[src/rtl/score_bcd_arbiter_pkg.sv]
// Purpose: shared constants, FSM encoding and digit helper for the score BCD arbiter.
// Latency: n/a (declarations only).
// Backpressure: n/a.
package score_bcd_arbiter_pkg;

    localparam int BIN_W      = 12;             // binary input width
    localparam int BCD_DIGITS = 4;              // BCD digits per result
    localparam int BCD_W      = 4 * BCD_DIGITS; // packed BCD result width
    localparam int STEP_COUNT = 12;             // shift-add-3 steps per conversion
    localparam int CNT_W      = 4;              // wide enough to count STEP_COUNT

    typedef enum logic [1:0] {
        ST_IDLE  = 2'd0,
        ST_SHIFT = 2'd1,
        ST_DONE  = 2'd2
    } state_t;

    // A digit of 5 or more would overflow past 9 when doubled; pre-add 3 so
    // the following left shift carries correctly into the next digit.
    function automatic logic [3:0] add3_digit(input logic [3:0] d);
        return (d >= 4'd5) ? d + 4'd3 : d;
    endfunction

endpackage

[src/rtl/score_bcd_arbiter_if.sv]
// Purpose: request/ack/result bundle between two requesters and the BCD arbiter.
// Latency: n/a (wires only).
// Backpressure: req is held by the requester until ack; results are fire-and-forget pulses.
interface score_bcd_arbiter_if;
    import score_bcd_arbiter_pkg::*;

    logic             req0;
    logic             req1;
    logic [BIN_W-1:0] bin0;
    logic [BIN_W-1:0] bin1;
    logic             ack0;
    logic             ack1;
    logic             busy;
    logic             done0;
    logic             done1;
    logic [BCD_W-1:0] bcd0;
    logic [BCD_W-1:0] bcd1;

    modport master (
        output req0, req1, bin0, bin1,
        input  ack0, ack1, busy, done0, done1, bcd0, bcd1
    );

    modport slave (
        input  req0, req1, bin0, bin1,
        output ack0, ack1, busy, done0, done1, bcd0, bcd1
    );

endinterface

[src/rtl/bcd_shift_step.sv]
// Purpose: one double-dabble step: add-3 on each of 4 digits, then shift in one serial bit.
// Latency: combinational.
// Backpressure: none.
module bcd_shift_step
    import score_bcd_arbiter_pkg::*;
(
    input  logic [BCD_W-1:0] dig_i,
    input  logic             bit_i,
    output logic [BCD_W-1:0] dig_o
);

    logic [BCD_W-1:0] adj;
    logic             unused_carry;

    // Correct every digit, then shift the whole digit vector left by one bit.
    always_comb begin
        adj = '0;
        for (int k = 0; k < BCD_DIGITS; k++) begin
            adj[4*k +: 4] = add3_digit(dig_i[4*k +: 4]);
        end
        dig_o = {adj[BCD_W-2:0], bit_i};
    end

    // The top digit never reaches 8 for 12-bit inputs, so the bit shifted out is always 0.
    assign unused_carry = adj[BCD_W-1];

endmodule

[src/rtl/score_bcd_arbiter.sv]
// Purpose: round-robin arbiter for two requesters sharing one serial binary-to-BCD converter.
// Latency: ack in grant cycle T, doneN and new bcdN in T+13, next grant no earlier than T+14.
// Backpressure: requests wait (req held, no ack) while busy; no grants outside IDLE.
module score_bcd_arbiter
    import score_bcd_arbiter_pkg::*;
#(
    parameter int W    = BIN_W,      // only 12 is supported
    parameter int NDIG = BCD_DIGITS  // only 4 is supported
) (
    input  logic               clk,
    input  logic               reset,
    score_bcd_arbiter_if.slave bus
);

    localparam int DW = 4 * NDIG;

    state_t           state_q, state_d;
    logic             last_q, last_d;     // channel granted most recently (1 = ch1)
    logic             chan_q, chan_d;     // channel owning the in-flight conversion
    logic [W-1:0]     shreg_q, shreg_d;
    logic [DW-1:0]    dig_q, dig_d;
    logic [DW-1:0]    dig_step;
    logic [CNT_W-1:0] cnt_q, cnt_d;
    logic [DW-1:0]    bcd0_q, bcd0_d;
    logic [DW-1:0]    bcd1_q, bcd1_d;
    logic             grant_vld;
    logic             grant_ch;

    bcd_shift_step u_step (
        .dig_i (dig_q),
        .bit_i (shreg_q[W-1]),
        .dig_o (dig_step)
    );

    // Round-robin pick: on a tie the channel not granted last wins.
    always_comb begin
        grant_vld = bus.req0 | bus.req1;
        if (bus.req0 && bus.req1) begin
            grant_ch = ~last_q;
        end else begin
            grant_ch = bus.req1;
        end
    end

    // Next-state and datapath updates for the IDLE -> SHIFT x12 -> DONE sequence.
    always_comb begin
        state_d = state_q;
        last_d  = last_q;
        chan_d  = chan_q;
        shreg_d = shreg_q;
        dig_d   = dig_q;
        cnt_d   = cnt_q;
        bcd0_d  = bcd0_q;
        bcd1_d  = bcd1_q;
        unique case (state_q)
            ST_IDLE: begin
                if (grant_vld) begin
                    state_d = ST_SHIFT;
                    last_d  = grant_ch;
                    chan_d  = grant_ch;
                    shreg_d = grant_ch ? bus.bin1 : bus.bin0;
                    dig_d   = '0;
                    cnt_d   = '0;
                end
            end
            ST_SHIFT: begin
                shreg_d = {shreg_q[W-2:0], 1'b0};
                dig_d   = dig_step;
                cnt_d   = cnt_q + CNT_W'(1);
                if (cnt_q == CNT_W'(STEP_COUNT - 1)) begin
                    state_d = ST_DONE;
                    if (chan_q) begin
                        bcd1_d = dig_step;
                    end else begin
                        bcd0_d = dig_step;
                    end
                end
            end
            ST_DONE: begin
                state_d = ST_IDLE;
            end
            default: begin
                state_d = ST_IDLE;
            end
        endcase
    end

    // Handshake and status outputs; reset masks them so a request seen during reset is not acked.
    always_comb begin
        bus.ack0  = 1'b0;
        bus.ack1  = 1'b0;
        bus.done0 = 1'b0;
        bus.done1 = 1'b0;
        bus.busy  = 1'b0;
        if (!reset) begin
            bus.ack0  = (state_q == ST_IDLE) && grant_vld && !grant_ch;
            bus.ack1  = (state_q == ST_IDLE) && grant_vld &&  grant_ch;
            bus.done0 = (state_q == ST_DONE) && !chan_q;
            bus.done1 = (state_q == ST_DONE) &&  chan_q;
            bus.busy  = (state_q != ST_IDLE);
        end
    end

    assign bus.bcd0 = bcd0_q;
    assign bus.bcd1 = bcd1_q;

    // State register; reset discards any in-flight conversion and leaves ch0 first in line.
    always_ff @(posedge clk) begin
        if (reset) begin
            state_q <= ST_IDLE;
            last_q  <= 1'b1;
            chan_q  <= 1'b0;
            shreg_q <= '0;
            dig_q   <= '0;
            cnt_q   <= '0;
            bcd0_q  <= '0;
            bcd1_q  <= '0;
        end else begin
            state_q <= state_d;
            last_q  <= last_d;
            chan_q  <= chan_d;
            shreg_q <= shreg_d;
            dig_q   <= dig_d;
            cnt_q   <= cnt_d;
            bcd0_q  <= bcd0_d;
            bcd1_q  <= bcd1_d;
        end
    end

endmodule

[src/flat_wrapper.sv]
// flat-port wrapper written by rule: the top's interface ports become plain ports
module score_bcd_arbiter_flat import score_bcd_arbiter_pkg::*;
#(
    parameter int W    = BIN_W,                             
    parameter int NDIG = BCD_DIGITS                        
)
  (clk, reset, bus_req0, bus_req1, bus_bin0, bus_bin1, bus_ack0, bus_ack1, bus_busy, bus_done0, bus_done1, bus_bcd0, bus_bcd1);
  score_bcd_arbiter_if bus_i ();
  input  logic clk;
  input  logic reset;
  input wire logic [$bits(bus_i.req0)-1:0] bus_req0;
  input wire logic [$bits(bus_i.req1)-1:0] bus_req1;
  input wire logic [$bits(bus_i.bin0)-1:0] bus_bin0;
  input wire logic [$bits(bus_i.bin1)-1:0] bus_bin1;
  output wire logic [$bits(bus_i.ack0)-1:0] bus_ack0;
  output wire logic [$bits(bus_i.ack1)-1:0] bus_ack1;
  output wire logic [$bits(bus_i.busy)-1:0] bus_busy;
  output wire logic [$bits(bus_i.done0)-1:0] bus_done0;
  output wire logic [$bits(bus_i.done1)-1:0] bus_done1;
  output wire logic [$bits(bus_i.bcd0)-1:0] bus_bcd0;
  output wire logic [$bits(bus_i.bcd1)-1:0] bus_bcd1;
  assign bus_i.req0 = bus_req0;
  assign bus_i.req1 = bus_req1;
  assign bus_i.bin0 = bus_bin0;
  assign bus_i.bin1 = bus_bin1;
  assign bus_ack0 = bus_i.ack0;
  assign bus_ack1 = bus_i.ack1;
  assign bus_busy = bus_i.busy;
  assign bus_done0 = bus_i.done0;
  assign bus_done1 = bus_i.done1;
  assign bus_bcd0 = bus_i.bcd0;
  assign bus_bcd1 = bus_i.bcd1;
  score_bcd_arbiter #(.W(W), .NDIG(NDIG)) u_core (.clk(clk), .reset(reset), .bus(bus_i));
endmodule
[config.mk]
export PLATFORM = sky130hd
export DESIGN_NAME = score_bcd_arbiter_flat
export DESIGN_NICKNAME = d
export VERILOG_FILES = /design/src/rtl/score_bcd_arbiter_pkg.sv /design/src/rtl/score_bcd_arbiter_if.sv /design/src/rtl/bcd_shift_step.sv /design/src/rtl/score_bcd_arbiter.sv /design/src/flat_wrapper.sv
export SDC_FILE = /design/constraint.sdc
export NUM_CORES = 1
export LEC_CHECK = 0
export ABC_CLOCK_PERIOD_IN_PS = 2600
export BUFFER_PORTS_ARGS = -buffer_cell sky130_fd_sc_hd__buf_2
export CAP_MARGIN = 20
export CORE_MARGIN = 2
export CORE_UTILIZATION = 40
export CTS_CLUSTER_SIZE = 12
export DETAILED_ROUTE_END_ITERATION = 10
export SYNTH_ARGS = -nofsm -noshare
export SYNTH_HDL_FRONTEND = slang
export SYNTH_SLANG_ARGS = --single-unit
[constraint.sdc]
create_clock -name clk -period 2.6 [get_ports clk]
set_clock_uncertainty 0.2 [all_clocks]
set_input_delay 0.13 -clock clk [delete_from_list [all_inputs] [get_ports clk]]
set_output_delay 0.13 -clock clk [all_outputs]
set_load 0.01 [all_outputs]
Yosys cells after proc, flatten, opt, wreduce, memory -nomap -nowiden:

Cells that the tools add are included.

* bits in registers: 68
* input bits: 28
* output and inout port bits: 37
* logic and storage cells: 61

* add/sub/neg operators: 5
* order comparisons: 4
* equality and inequality tests: 5
* muxes and demuxes: 20
* bitwise logic cells: 3
* reductions and logical operators: 16

Operator list (number)
* 16-bit case mux with 2 select lines: 1
* 12-bit 2-to-1 mux: 2
* 12-bit case mux with 2 select lines: 1
* 4-bit by 3-bit >= comparator with 1-bit output (second input constant): 4
* 16-bit 2-to-1 mux: 1
* 4-bit 2-to-1 mux: 4
* 4-bit by 2-bit adder with 4-bit output (second input constant): 3
* 4-bit case mux with 2 select lines: 1
* 1-bit logical AND: 6
* 1-bit 2-to-1 mux: 6
* 2-bit AND reduction: 3
* 3-bit AND reduction: 2
* 4-bit by 1-bit adder with 4-bit output (second input constant): 1
* 4-bit == test (second input constant): 1
* 2-bit 2-to-1 mux: 2
* 2-bit by 1-bit != test with 1-bit output (second input constant): 2
* 2-bit case mux with 2 select lines: 1
* 2-bit nonzero test: 2
* 3-bit by 2-bit adder with 3-bit output (second input constant): 1
* 3-bit 2-to-1 mux: 1
* 2-bit by 1-bit == test with 1-bit output (second input constant): 1
* 2-bit == test (second input constant): 1
* 1-bit logical NOT: 2
* 2-bit logical NOT: 1
* 2 further kinds: 3

Longest topological paths before layout:

Gate-level depths: netlist of run 1.

* depth after elaboration: 5
* gate-level depth with buffers: 7
* mapped depth without buffers: 6

Hierarchy:

From an unflattened synthesis of run 1, not the netlist that was laid out.

* cells, all modules: 338
* area total of the unflattened synthesis: 2956.6 um^2

Modules (own cells, without submodules)
* score_bcd_arbiter: times used 1, cells each 277, area each 2563.7 um^2
* bcd_shift_step: times used 1, cells each 61, area each 392.9 um^2

Least setup slack after synthesis of run 1:

Ideal clock, no wire load.

* path type: flip-flop to flip-flop
* start point: register u_core.dig_q[9]
* end point: register u_core.bcd0_q[10], in the netlist u_core.bus.bcd0[10]
* arrival: 1.398 ns
* data required time: 2.325 ns
* setup slack: 0.927 ns
* cell stages (with the launch flop): 7
* path buffers: 0
* clock period less this slack: 1.673 ns
* cells stage by stage: dfxtp_1 inv_1 ha_1 nand2b_1 a21oi_1 mux2_2 o22ai_1

* cells in the longest elaborated chain, start to end: 2
* elaborated cells between the ends (all ways): 3
* those cells by class: add/sub: 1; order compare: 1; mux: 1

Ends and longest elaborated chain
* start: declaration: line score_bcd_arbiter.sv:21 `logic [DW-1:0] dig_q, dig_d;`
* start signal: assignment: line score_bcd_arbiter.sv:123 `dig_q <= dig_d;`
* 4-bit by 2-bit adder with 4-bit output or 4-bit by 3-bit >= comparator with 1-bit output (tied branches): line score_bcd_arbiter_pkg.sv:21 `return (d >= 4'd5) ? d + 4'd3 : d;`
* 4-bit 2-to-1 mux *: line score_bcd_arbiter_pkg.sv:21
* end signal: assignment: line score_bcd_arbiter.sv:116 `bcd0_q <= '0;`
* end signal: assignment: line score_bcd_arbiter.sv:125 `bcd0_q <= bcd0_d;`
* end: declaration: line score_bcd_arbiter.sv:24 `logic [DW-1:0] bcd0_q, bcd0_d;`

Mark *: on every way between the ends. The rest lies on a longest branch, timed or not.
A chain may end at the register's enable or synchronous reset.

Worst setup path after layout of run 1:

* start point: register u_core.state_q[0]
* end point: register u_core.shreg_q[0]

* cells in the longest elaborated chain, start to end: 3
* elaborated cells between the ends (all ways): 6
* those cells by class: eq/ne: 2; mux: 1; reduce/logical: 3

Ends and longest elaborated chain
* start: declaration: line score_bcd_arbiter.sv:17 `state_t state_q, state_d;`
* start signal: assignment: line score_bcd_arbiter.sv:119 `state_q <= state_d;`
* 2-bit by 1-bit == test with 1-bit output or 2-bit logical NOT (tied branches): line score_bcd_arbiter.sv:55 `unique case (state_q)`
* 2-bit nonzero test (no source line) or 2-bit by 1-bit != test with 1-bit output (tied branches)
* 2-bit AND reduction (no source line)
* end signal: assignment: line score_bcd_arbiter.sv:122 `shreg_q <= shreg_d;`
* end: declaration: line score_bcd_arbiter.sv:20 `logic [W-1:0] shreg_q, shreg_d;`

Several ways; a longest one is shown, not always the timed one.

==> results by group, run 1 <==
Pwr
  • Total power: ~0.0020 W
  • Pwr Density: 526.3 mW/mm²
  • Max VDD drop: about 0.23 mV
  • Leak: 1.473 nW

Clock tree
  • # Post-CTS Setup Buffers: 0
  • Worst-Skew Late Latency: between 300 and 400 ps
  • TritonCTS clock tree: built
  • Num CTS Buffers: 9
  • Clk sink count: slightly below 70
  • Clock root buffer: clkbuf_8
  • H-tree level count: 3
  • CTS max path bufs: 2
  • Worst-path clk slew: 70 ps

Yosys
  • Netlist cell types: 41
  • Post-Syn Nets: 357
  • Top FF cell, synth: dfxtp_1
  • Area leader, netlist: dfxtp_1
  • Mapped Area: 0.003018 mm²
  • Sequential cell area fraction in the yosys report: ~45%
  • Post-synthesis cell count: 320
  • Post-synth top area share: 45.11%
  • Post-synth ARST share: 0%
  • Post-synth EDFFs: 0
  • Avg Cell Area, Syn: 9.431 µm²
  • Yosys reg bits: ~70
  • Synth warn: 0
  • Synth top area cells: dfxtp_1, o22ai_1, nand2b_1

Worst setup path
  • CP top delay family: compound AO/OA/AOI/OAI gates
  • Max stage delay cell, worst path: dlygate4sd3_1
  • Crit path cell chain: or3_4 -> a21oi_2 -> nand2_1 -> o21ai_0 -> dlygate4sd3_1
  • Largest fanout on the critical path: 12
  • CP Capture Type: register
  • CP required: 2680 ps
  • Classification of the worst setup path: register to register
  • Startpoint types: register
  • Critical Path AT: 2410 ps
  • Critical path buffers and inverters: 1
  • Largest stage delay on the critical path: 560 ps

Floorplanning
  • Die Ht: 90.86 µm
  • Die Area: approximately 0.0083 mm²
  • Die W: 90.86 µm
  • Row count: 31
  • Core ar.: 0.007292 mm²
  • Top-level I/O count: 65
  • Initial Util: 41.39%

Final layout
  • Layout Cells excl Fill: 509
  • Diode count: 0
  • Final Util: 52.33%
  • Final #Nets: 443
  • Final instance area: ~0.0038 mm²
  • Share of cells above drive strength 1: 24.39%
  • Area Overhead vs Synth: 26.45%

Global route
  • Gr usage total: roughly 17%
  • Global-route wire length before repair: 11.37 mm
  • Vias in the first global route: 2453
  • Initial antenna violation count: 0
  • Largest net degree at the start of global routing: 33
  • Grt total ovfl: 0

Timing
  • Max Clk Rate: 428.6 MHz
  • Fin. Hold Viols: 0
  • Final setup vio count: 0
  • Tightest Pin Transition: 876.8 ps
  • Fin. max-slew vios: 0
  • Rel. slew slack: between 40% and 50%
  • Fin crit share: 89.75%
  • Final min period: 2333 ps
  • RSZ-0062 raised after global routing: no
  • Setup TNS Final: 0 ps

Routing
  • Initial DRT Pass Iterations: 4
  • Post-route DRC: 0
  • Initial DRC count: 86
  • Met2 routed WL: 3.432 mm
  • M1 WL: around 3 mm
  • Final antenna-violating net count: 0
  • Max layer used: met4
  • Via count: 2648
  • Vias per cell: 5.202
  • Final Routed Wirelength: approximately 7 mm
  • Metal3 WL: 308 µm
  • Wire length per cell: 13.60 µm

Place
  • Dpl cell area: 0.003397 mm²
  • RePlAce Congestion: 0.7423
  • Dpl cells: 469
  • Hpwl dp: 4.854 mm
  • IO Port Bufs: 64

Job
  • Max-cap violation count: 0

Hold path
  • Hold Path Class: input port to register

Run status
  • Run status: completed
[layer usage]
| layer | vias up | GRT usage [%] |
|---|---|---|
| li1 | 1334 | - |
| met1 | 1243 | 20.89 |
| met2 | 64 | 28.48 |
| met3 | 7 | 3.756 |
| met4 | 0 | 7.449 |
| met5 | - | 0 |
[tightest hold or removal path, cell delays in order]
cell	delay, ps
buf_2	140
a31oi_1	150
or2_2	100
[power by group]
| part | switching (W) | internal (W) | leakage [nW] |
|---|---|---|---|
| logic | 0.0000811 | 0.0000929 | 0.833 |
| clock network | 0.000366 | 0.000391 | 0.0893 |
| registers | 0.0000157 | 0.00106 | 0.551 |
| total | 0.000463 | 0.00155 | 1.47 |
[synthesized netlist by cell type, types with 6 or more instances]
master / count
o21ai_0: 14
inv_1: 9
nand2b_1: 25
o22ai_1: 27
mux2i_1: 13
nor2_1: 29
a211oi_2: 6
nand2_1: 13
clkbuf_1: 9
a21oi_1: 15
buf_2: 7
ha_1: 9
a211oi_1: 9
a22oi_1: 15
dfxtp_1: 68
nor3b_1: 7
[registers in the layout, indices dropped and copies added, names as in the netlist]
register         flops
u_core.dig_q        16
u_core.cnt_q         4
u_core.shreg_q      12
u_core.chan_q        1
u_core.state_q       2
u_core.bus.bcd1     16
u_core.last_q        1
u_core.bus.bcd0     16
[layout make-up]
| cell class | count | area, µm² |
|---|---|---|
| inverters | 9 | 33.78 |
| clock inverters | 2 | 10.01 |
| fillers | 731 | 3476 |
| repair buffers | 96 | 623.1 |
| flip-flops and latches | 68 | 1361 |
| well taps | 99 | 123.9 |
| clock buffers | 13 | 158.9 |
| multi-input cells | 222 | 1505 |
[cells by family after synthesis]
logic type               Yosys count  share of synthesized area (%)
AO/OA/AOI/OAI                    101                          22.72
AND/OR/NAND/NOR                   91                          16.46
flip-flops                        68                          45.11
buffers and inverters             30                          5.016
multiplexers                      17                          5.804
adder cells (fa/ha/maj)            9                          3.731
XOR/XNOR                           4                          1.161
[layout by cell type, fill, tap and decap left out, types with 13 or more instances in the layout]
master          n
nand2b_1       25
dlygate4sd3_1  25
nand2_1        13
nor2_1         29
buf_2          64
o22ai_1        27
a21oi_1        15
a22oi_1        15
mux2i_1        13
dfxtp_1        68
o21ai_0        14
[what timing repair did]
action | 4_1_cts | 5_1_grt
gates resized for setup | 0 | 0
hold buffers | 25 | 0
endpoints found under the hold margin | 18 | 0
[final timing paths]
path | from | end | slack [ps] | cells past startpoint
hold / removal | bus_req0 | u_core.last_q | 20 | 3
hold reg to reg | u_core.dig_q[13] | u_core.dig_q[13] | 260 | 2
setup reg to reg | u_core.state_q[0] | u_core.shreg_q[0] | 270 | 5
setup / recovery | u_core.state_q[0] | u_core.shreg_q[0] | 270 | 5
[metrics by stage]
step,hold slack (ps),setup slack [ps]
2_1_floorplan,118.7,926.8
3_3_place_gp,207.9,663.4
3_5_place_dp,217.7,592.6
4_1_cts,2.787,239.6
5_1_grt,8.479,139.4
6_report,15.25,266.6
No activity file was read; power rests on OpenSTA's default activity.
==> run 2: changes to the inputs <==
ABC_CLOCK_PERIOD_IN_PS = 2800   (was 2600)
clock period = 2.8 ns   (was 2.6 ns; I/O delays follow)
==> results by group, run 2 (synthesized netlist as in run 1, its figures left out) <==
Final layout
  • Final #Nets: roughly 440
  • Final instance area: ~0.0038 mm²
  • Most frequent cells in the layout: dfxtp_1, buf_2, nor2_1
  • Diode count: 0
  • Area Overhead vs Synth: 26.70%
  • Final Util: 52.44%
  • Commonest non-fill, non-tap cell in the layout: dfxtp_1
  • Share of cells above drive strength 1: 25.06%

Timing
  • Final setup vio count: 0
  • RSZ-0062 raised after global routing: no
  • Tightest Pin Transition: 873.0 ps
  • Fin. max-slew vios: 0
  • Rel. slew slack: 41.46%
  • Max Clk Rate: 429.6 MHz
  • Fin worst setup slack: 472.0 ps
  • Setup TNS Final: 0 ps
  • Fin. Hold Viols: 0
  • Fin crit share: 83.14%
  • Final min period: 2328 ps

Worst setup path
  • Worst Setup EP: u_core.shreg_q[0]
  • Crit path cell chain: a21boi_2 -> buf_4 -> o21ai_0 -> o21ai_0 -> dlygate4sd3_1
  • R2R setup slack: 470 ps
  • Largest fanout on the critical path: 14
  • Largest stage delay on the critical path: about 700 ps
  • Critical path buffers and inverters: 2
  • Classification of the worst setup path: register to register
  • Max stage delay cell, worst path: a21boi_2
  • Worst-case reg-to-reg path depth: 5
  • CP Capture Type: register
  • CP required: 2890 ps
  • Reg2Reg Capture Point: u_core.shreg_q[0]
  • Critical Path Most Common Cell: o21ai_0
  • Crit path from: u_core.last_q
  • Startpoint types: register
  • Reg2Reg Launch Point: u_core.last_q
  • Critical Path AT: ~2400 ps
  • Crit path depth: 5
  • CP top delay family: compound AO/OA/AOI/OAI gates

Global route
  • Vias in the first global route: 2424
  • Initial antenna violation count: 0
  • Global-route wire length before repair: 11.32 mm
  • Grt total ovfl: 0
  • Largest net degree at the start of global routing: 30
  • Gr usage total: 17.08%

Clock tree
  • # Post-CTS Setup Buffers: 0
  • TritonCTS clock tree: built
  • CTS Hold Bufs: 25
  • CTS max path bufs: 2
  • Clk sink count: 68
  • Worst-path clk slew: 70 ps
  • H-tree level count: 3
  • Worst-Skew Late Latency: 340 ps
  • Num CTS Buffers: 9
  • Clock root buffer: clkbuf_8
  • Post-CTS sizing: 0

Floorplanning
  • Row count: 31
  • Core ar.: 0.007292 mm²
  • Die Ht: ~91 µm
  • Die W: between 90 and 100 µm
  • Top-level I/O count: 65
  • Die Area: 0.008256 mm²
  • Initial Util: 41.39%

Routing
  • Wire length per cell: between 10 and 15 µm
  • Post-route DRC: 0
  • Initial DRC count: 134
  • Initial DRT Pass Iterations: 4
  • Via count: 2606
  • Vias per cell: 5.110
  • Final antenna-violating net count: 0
  • Final Routed Wirelength: 6.801 mm

Hold path
  • Hold Path Class: input port to register

Place
  • Hpwl dp: 4.653 mm
  • Post-placement setup slack: 816.6 ps
  • RePlAce Congestion: 0.7629
  • IO Port Bufs: 64
  • Dpl cell area: 0.003397 mm²

Pwr
  • Pwr Density: between 400 and 500 mW/mm²
  • Leak: 1.462 nW
  • Max VDD drop: 0.2107 mV
  • Total power: 0.001882 W

Job
  • Max-cap violation count: 0

Run status
  • Run status: completed
==> run 2: power breakdown <==
part           switching [W]  leakage (nW)  internal (W)  total [W]
sequential         0.0000139         0.551      0.000985   0.000999
clock               0.000399        0.0779      0.000323   0.000722
combinational      0.0000745         0.833     0.0000862   0.000161
total               0.000488          1.46       0.00139    0.00188
==> run 2: metal layers <==
metal / vias up / part of all wire, % / global-route usage (%)
li1: 1334 / - / -
met1: 1211 / 46 / 20.79
met2: 54 / 50 / 29.48
met3: 7 / 3.4 / 3.255
met4: 0 / 1.2 / 7.197
met5: - / 0 / 0
==> run 2: worst min-delay path by stage <==
stage                     cells past startpoint  slack [ps]            endpoint          from
after floorplan                               2         130  u_core.shreg_q[10]  bus_bin0[10]
after global placement                        3         220   u_core.shreg_q[8]   bus_bin0[8]
after detailed placement                      3         230   u_core.shreg_q[4]   bus_bin0[4]
after CTS                                     3           7       u_core.last_q      bus_req0
after global routing                          3          20       u_core.last_q      bus_req0
final                                         3          30       u_core.last_q      bus_req0
==> run 2: stage by stage <==
stage	cells	hold WS, ps
after floorplan	320	128.7
after global placement	469	220.4
after detailed placement	469	226.9
after CTS	510	7.500
after global routing	510	15.68
final	510	26.00
==> run 2: area by class of cell <==
class,count,area (µm²)
Timing Repair Buffer,96,623.1
Sequential cell,68,1361
Clock inverter,7,52.55
Clock buffer,9,123.9
Inverter,9,33.78
Multi-Input combinational cell,222,1505
Fill cell,716,3468
Tap cell,99,123.9
==> run 2: tightest hold or removal path, delay by kind of cell <==
kind / cells / cell delay [ps]
AO/OA/AOI/OAI: 1 / 150
buffers and inverters: 1 / 140
AND/OR/NAND/NOR: 1 / 100
